===== src/rtl/master_out_port_pkg.sv =====
// Shared bus package for the master/slave serial ports.
// Holds the default address/data frame widths and the port FSM state encoding.
package master_out_port_pkg;

    // Address frame length and slave address width, in bits.
    localparam int unsigned ADDR_WIDTH_DEFAULT = 12;
    // Write-data frame length, in bits.
    localparam int unsigned DATA_WIDTH_DEFAULT = 8;

    // StIdle = IDLE, StWaitReady = WAIT_READY, StSend = SEND, StDone = DONE.
    typedef enum logic [1:0] {
        StIdle      = 2'd0,
        StWaitReady = 2'd1,
        StSend      = 2'd2,
        StDone      = 2'd3
    } port_state_e;

endpackage


===== src/rtl/piso_shift_reg.sv =====
// Parallel-in serial-out shift register, LSB first.
// Ports:
//   clk, reset : clock and asynchronous active-high reset (clears contents)
//   load, din  : parallel load of din (load has priority over shift)
//   shift      : shift one place toward bit 0, filling with 0
//   dout       : current serial bit (bit 0 of the register)
module piso_shift_reg #(
    parameter int unsigned WIDTH = 8
) (
    input  logic             clk,
    input  logic             reset,
    input  logic             load,
    input  logic             shift,
    input  logic [WIDTH-1:0] din,
    output logic             dout
);

    logic [WIDTH-1:0] shreg_q;

    always_ff @(posedge clk or posedge reset) begin
        if (reset) begin
            shreg_q <= '0;
        end else if (load) begin
            shreg_q <= din;
        end else if (shift) begin
            // Zero fill: once all loaded bits are out, dout stays 0.
            shreg_q <= {1'b0, shreg_q[WIDTH-1:1]};
        end
    end

    assign dout = shreg_q[0];

endmodule


===== src/rtl/master_out_port.sv =====
// Master-side serial output port.
// Captures one transfer request in IDLE, waits for the slave to be ready, then
// emits an ADDR_WIDTH-cycle frame carrying the address (and write data on
// tx_data), LSB first, followed by a one-cycle DONE with tx_done.
// Ports:
//   clk, reset                     : clock, asynchronous active-high reset
//   start, mode, address, wdata    : request from the master core (IDLE only)
//   slave_ready                    : slave can accept a frame
//   tx_address, tx_data            : serial address / write-data bits
//   master_valid                   : high for every frame bit cycle
//   write_en, read_en              : pulse on bit 0 of a write / read frame
//   busy, tx_done                  : not in IDLE / pulse after the last bit
// All outputs are registered.
module master_out_port
    import master_out_port_pkg::*;
#(
    parameter int unsigned ADDR_WIDTH = ADDR_WIDTH_DEFAULT,
    parameter int unsigned DATA_WIDTH = DATA_WIDTH_DEFAULT
) (
    input  logic                  clk,
    input  logic                  reset,
    input  logic                  start,
    input  logic                  mode,
    input  logic [ADDR_WIDTH-1:0] address,
    input  logic [DATA_WIDTH-1:0] wdata,
    input  logic                  slave_ready,
    output logic                  tx_address,
    output logic                  tx_data,
    output logic                  master_valid,
    output logic                  write_en,
    output logic                  read_en,
    output logic                  busy,
    output logic                  tx_done
);

    localparam int unsigned CNT_W = (ADDR_WIDTH > 1) ? $clog2(ADDR_WIDTH) : 1;
    localparam logic [CNT_W-1:0] LAST_BIT = CNT_W'(ADDR_WIDTH - 1);

    port_state_e      state;
    logic [CNT_W-1:0] bit_cnt;
    logic             mode_q;
    logic             sr_load;
    logic             sr_shift;
    logic             addr_bit;
    logic             data_bit;
    logic [DATA_WIDTH-1:0] data_load;

    assign sr_load  = (state == StIdle) && start;
    // Each bit is copied into the output register and shifted out on the same
    // edge, so the register always presents the next bit to send.
    assign sr_shift = ((state == StWaitReady) && slave_ready) ||
                      ((state == StSend) && (bit_cnt != LAST_BIT));
    // Reads load zeros so tx_data stays low for the whole frame.
    assign data_load = mode ? wdata : '0;

    piso_shift_reg #(
        .WIDTH (ADDR_WIDTH)
    ) u_addr_sr (
        .clk   (clk),
        .reset (reset),
        .load  (sr_load),
        .shift (sr_shift),
        .din   (address),
        .dout  (addr_bit)
    );

    piso_shift_reg #(
        .WIDTH (DATA_WIDTH)
    ) u_data_sr (
        .clk   (clk),
        .reset (reset),
        .load  (sr_load),
        .shift (sr_shift),
        .din   (data_load),
        .dout  (data_bit)
    );

    always_ff @(posedge clk or posedge reset) begin
        if (reset) begin
            state        <= StIdle;
            bit_cnt      <= '0;
            mode_q       <= 1'b0;
            tx_address   <= 1'b0;
            tx_data      <= 1'b0;
            master_valid <= 1'b0;
            write_en     <= 1'b0;
            read_en      <= 1'b0;
            busy         <= 1'b0;
            tx_done      <= 1'b0;
        end else begin
            write_en <= 1'b0;
            read_en  <= 1'b0;
            tx_done  <= 1'b0;
            case (state)
                StIdle: begin
                    if (start) begin
                        state  <= StWaitReady;
                        mode_q <= mode;
                        busy   <= 1'b1;
                    end
                end
                StWaitReady: begin
                    if (slave_ready) begin
                        state        <= StSend;
                        bit_cnt      <= '0;
                        tx_address   <= addr_bit;
                        tx_data      <= data_bit;
                        master_valid <= 1'b1;
                        write_en     <= mode_q;
                        read_en      <= ~mode_q;
                    end
                end
                StSend: begin
                    if (bit_cnt == LAST_BIT) begin
                        state        <= StDone;
                        bit_cnt      <= '0;
                        tx_address   <= 1'b0;
                        tx_data      <= 1'b0;
                        master_valid <= 1'b0;
                        tx_done      <= 1'b1;
                    end else begin
                        bit_cnt    <= bit_cnt + 1'b1;
                        tx_address <= addr_bit;
                        tx_data    <= data_bit;
                    end
                end
                StDone: begin
                    state <= StIdle;
                    busy  <= 1'b0;
                end
                default: begin
                    state <= StIdle;
                    busy  <= 1'b0;
                end
            endcase
        end
    end

endmodule


===== config.mk =====
export PLATFORM = sky130hd
export DESIGN_NAME = master_out_port
export DESIGN_NICKNAME = d
export VERILOG_FILES = /design/src/rtl/master_out_port_pkg.sv /design/src/rtl/piso_shift_reg.sv /design/src/rtl/master_out_port.sv
export SDC_FILE = /design/constraint.sdc
export NUM_CORES = 1
export LEC_CHECK = 0
export ABC_AREA = 1
export CELL_PAD_IN_SITES_DETAIL_PLACEMENT = 1
export CELL_PAD_IN_SITES_GLOBAL_PLACEMENT = 2
export CORE_UTILIZATION = 31
export CTS_BUF_LIST = sky130_fd_sc_hd__clkbuf_8
export DETAILED_ROUTE_END_ITERATION = 6
export PLACE_DENSITY_LB_ADDON = 0.15
export SYNTH_ARGS = -nofsm -noshare
export SYNTH_HDL_FRONTEND = slang
export SYNTH_SLANG_ARGS = --single-unit

===== constraint.sdc =====
create_clock -name clk -period 1.65 [get_ports clk]
set_input_delay 0.165 -clock clk [delete_from_list [all_inputs] [get_ports clk]]
set_output_delay 0.165 -clock clk [all_outputs]
set_load 0.05 [all_outputs]

* Word-level counts from Yosys, hierarchy flattened
Index checks and enable logic that the tools add are counted.
Storage, ports and cells: output and inout bits 7, logic and storage cells 64, register bits 34, input bits 25
Cells by class: reduce and logical (&&, ||, !) cells 13, $add $sub $neg 1, equal/unequal tests 8, mux-type cells 29, bitwise operators 1
Operators with widths (number):
- 2-to-1 mux 12 bit | 2
- 2-to-1 mux 8 bit | 3
- 2-to-1 mux 1 bit | 13
- 2-to-1 mux 4 bit | 2
- one-hot mux 1 bit (2 select lines) | 4
- one-hot mux 2 bit (4 select lines) | 1
- one-hot mux 4 bit (2 select lines) | 1
- 2-to-1 mux 2 bit | 3
- AND reduction 2 bit | 3
- AND reduction 3 bit | 2
- nonzero test 2 bit | 3
- adder 4 x 1 -> 4 bit (second input constant) | 1
- == test 2 bit (second input constant) | 2
- == test 4 bit (second input constant) | 1
- != test 2 bit (second input constant) | 2
- != test 4 bit (second input constant) | 1
- logical AND 1 bit | 3
- == test 2 x 1 -> 1 bit (second input constant) | 1
- zero test 2 bit | 1
- != test 2 x 1 -> 1 bit (second input constant) | 1
- logical OR 1 bit | 1
- inverter 1 bit | 1

* Longest topological paths before layout
word-level depth 5, depth in mapped cells 9, mapped depth without buffers 8

* Modules after synthesis
From an unflattened synthesis, not the netlist that was laid out.
Unflattened totals: cells, all modules 212, area total of the unflattened synthesis 1695.4 um2
Modules (own cells, without submodules):
- master_out_port | cells an instance 102, instances 1, area an instance 762.0 um2, sequential area each 350.3 um2
- piso_shift_reg at u_addr_sr | cells an instance 66, instances 1, area an instance 553.0 um2, sequential area each 300.3 um2
- piso_shift_reg at u_data_sr | cells an instance 44, instances 1, area an instance 380.4 um2, sequential area each 200.2 um2

* Worst setup path before layout
OpenSTA, ideal clock, no wires.
path type register to register, start point register state[0], end point register u_data_sr.shreg_q[0], buffers on the path 1, cell stages (with the launch flop) 10, data required time 1.534 ns, data arrival time 1.238 ns, library setup time 0.116 ns, slack 0.296 ns, period minus slack after synthesis 1.354 ns, cells stage by stage dfrtp_1 -> inv_1 -> ha_1 -> nand2_4 -> nand2_1 -> inv_2 -> nand2_8 -> buf_8 -> nand2_1 -> nand2_1
Between the ends: longest elaborated chain between the ends 4, elaborated cells between the ends (all ways) 9, classes of those cells 2 x eq/ne; 1 x mux; 6 x reduce/logical
Ends and longest elaborated chain:
- from (decl) | RTL line master_out_port.sv:39 | port_state_e state;
- from (signal assigned) | RTL line master_out_port.sv:80 | state <= StIdle;
- from (signal assigned) | RTL line master_out_port.sv:97 | state <= StWaitReady;
- from (signal assigned) | RTL line master_out_port.sv:104 | state <= StSend;
- == test 2 x 1 -> 1 bit or == test 2 bit (tied branches) | RTL line master_out_port.sv:51, master_out_port.sv:52
- logical AND 1 bit (on tied branches) | RTL line master_out_port.sv:51, master_out_port.sv:52
- logical OR 1 bit | RTL line master_out_port.sv:51 | assign sr_shift = ((state == StWaitReady) && slave_ready) ||
- nonzero test 2 bit (no line)
- to (signal assigned) | RTL line piso_shift_reg.sv:24 | shreg_q <= din;
- to (signal assigned) | RTL line piso_shift_reg.sv:27 | shreg_q <= {1'b0, shreg_q[WIDTH-1:1]};
- to (decl) | RTL line piso_shift_reg.sv:18 | logic [WIDTH-1:0] shreg_q;
Several ways; a longest one is shown, not always the timed one. A chain may end at the register's enable or synchronous reset.

* Worst setup path after layout
start point register state[0], end point register u_data_sr.shreg_q[5]
Same word-level chain as after synthesis.

==> impl_metrics.yaml <==
die:
  die_h_um: 78.13
  io_pins: 32
  dieWidth_um: 78.13
  coreArea_um2: 5540
  rows: 27
  start_util: 0.3243
  fp.dieArea_um2: 6104
global_routing:
  grtUsageTotal: 0.1600
  grt_pass1_vias: 1597
  grt_pass1_wl_mm: 7.583
  grt_start_max_net_pins: 35
  grt_antenna_before_repair: 0
  grtUsageMet1: 0.2088
  groute.layer.met3.usage: 0.05000
  grt.busiest_layer: "met2"
  gr-total-overflow: 0
  use_met2: 0.2544
cts:
  cts_tree: "yes"
  cts-htree-levels: 2
  clkSinkCount: 34
  post-cts-setup-buffers: 0
  cts_resized: 0
  root_buffer: "clkbuf_8"
  clk_pin_slew_ns: 0.07
  cts_hold_buf: 0
  cts_made_buffers: 5
  clk_latency_ns: 0.29
  clockBufferDepth: 2
timing:
  fmax_ghz: 0.6764
  tns_ns: 0
  setup_viol: 0
  finalHoldViolCount: 0
  relSlewSlack: 0.6908
  tightest_slew_ns: 0.4638
  drv_slew: 0
  period_share: 0.8961
  rsz0062_at_grt: "false"
  clock_skew_ns: 0.003781
  min_period_ns: 1.479
routing:
  first_iter_violations: 59
  drt_first_pass_iters: 4
  via_per_inst: 4.520
  wl_per_cell_um: 12.74
  vias: 1546
  drt-total-wl_mm: 4.357
  drc: 0
  ant_nets: 0
setup_path:
  crit_chain: "inv_1 > ha_1 > nand2_4 > buf_4 > o21ai_0 > nand2_1 > nand2_1"
  crit_path_max_fanout: 22
  crit_path_start_kind: "flip-flop"
  crit_arrival_ns: 1.66
  cpPeakStageDelay_ns: 0.41
  crit_top_cell: "nand2_1"
  crit_slowest_cell: "dfrtp_1"
  crit_required_ns: 1.83
  end_kind: "flip-flop"
  worstReg2RegStart: "state[0]"
  criticalPathCategory: "flip-flop to flip-flop"
  startpoint: "state[0]"
cells_and_area:
  fin_area_um2: 2265
  fillCellCount: 719
  syn2layout_area_growth_pct: 26.04
  nets: 300
  antennaDiodeCount: 0
  final_common_cell: "nand2_1"
  final_cell_mix: "nand2_1, dfrtp_1, nand3_1"
  drive_gt1_frac: 0.1185
placement:
  io_buffers: 31
  dp_hpwl_mm: 2.978
  place.gp.congestion: 0.7623
  placed_area_um2: 2173
logic_synthesis:
  syn_area_um2: 1797
  ys_ff_latch: 34
  synth_cell_type_count: 19
  yosys-top-cells-area: "dfrtp_1, nand2_1, nand3_1"
  synth.avg_cell_area_um2: 7.678
  netlist_instances: 234
  seq_area_frac_synth: 0.4735
  synth_nets: 265
  synth_top_area_frac: 0.4735
  synth_largest_area_cell: "dfrtp_1"
  synth_warnings: 0
worst_hold_path:
  hold_class: "input pin to asynchronous set/reset pin"
run_status:
  outcome: "completed"
pwr:
  powerDensity_nw_per_um2: 1668
  p_leak_uw: 0.001228
  ir_drop_mv: 0.6603
run:
  maxCapViolCount: 0
==> sequential cells by signal (all words and copies together), names as in the netlist <==
signal	count
read_en	1
master_valid	1
write_en	1
bit_cnt	4
tx_done	1
state	2
u_data_sr.shreg_q	8
mode_q	1
tx_data	1
tx_address	1
u_addr_sr.shreg_q	12
busy	1
==> synth_stat cells <==
master	count
buf_4	5
nand3_4	1
or2_2	2
nand2_4	2
nand2_2	2
o21ai_0	11
dfrtp_1	34
buf_2	3
nand2_8	1
clkbuf_1	1
nand3_1	27
nand2_1	111
inv_1	15
inv_2	3
nor2_1	6
buf_8	1
nand4_1	2
ha_1	6
a21oi_1	1
==> metal layers <==
layer	routed length, um	share of wire	vias to the layer above
li1	-	-	798
met1	2152	0.49	718
met2	1978	0.45	25
met3	180	0.041	5
met4	46	0.011	0
met5	0	0	-
==> cells by family after synthesis <==
| group | synth area share |
|---|---|
| AND/OR/NAND/NOR | 0.3740 |
| flip-flops | 0.4735 |
| buffers and inverters | 0.07729 |
| AO/OA/AOI/OAI | 0.03342 |
| adder cells (fa/ha/maj) | 0.04178 |
==> report_power, final <==
part	total (uW)	leakage, uW	internal [uW]	switching, uW
Combinational	1860	0.000729	668	1190
Sequential	1280	0.000446	1120	160
Clock	647	0.0000524	331	316
Total	3780	0.00123	2110	1660
==> area by class of cell <==
| type | count | area (um^2) | share of cell area |
|---|---|---|---|
| Timing Repair Buffer | 38 | 357.8 | 0.1580 |
| Clock inverter | 2 | 8.758 | 0.003867 |
| Tap cell | 72 | 90.09 | 0.03978 |
| Clock buffer | 6 | 82.58 | 0.03646 |
| Multi-Input combinational cell | 172 | 807.0 | 0.3564 |
| Sequential cell | 34 | 850.8 | 0.3757 |
| Inverter | 18 | 67.56 | 0.02983 |
==> through the flow <==
stage | instances | power [uW] | utilization | hold slack [ns] | setup slack (ns)
after floorplan | 234 | 2680 | - | 0.2818 | 0.2960
after global placement | 334 | 3167 | 0.3923 | 0.4267 | 0.2245
after detailed placement | 334 | 3195 | 0.3923 | 0.4211 | 0.1656
after CTS | 342 | 3864 | 0.4088 | 0.3050 | 0.1642
after global routing | 342 | 4157 | 0.4088 | 0.3298 | 0.04099
final | 342 | 3778 | 0.4088 | 0.2893 | 0.1715
==> final timing paths <==
kind	slack (ns)	end	cells after the start
worst max register to register	0.17	u_data_sr.shreg_q[5]	7
min in group clk	0.42	read_en	1
worst min register to register	0.42	read_en	1
worst min-delay path	0.29	bit_cnt[2]	3
worst max-delay path	0.17	u_data_sr.shreg_q[5]	7
max in group asynchronous	1.03	busy	3
==> critical path, delay by kind of cell, from the launching register on <==
family	cells	cell delay [ns]
flip-flops	1	0.41
adder cells (fa/ha/maj)	1	0.25
AO/OA/AOI/OAI	1	0.13
buffers and inverters	2	0.34
AND/OR/NAND/NOR	3	0.24
(Power assumes the default switching activity.)
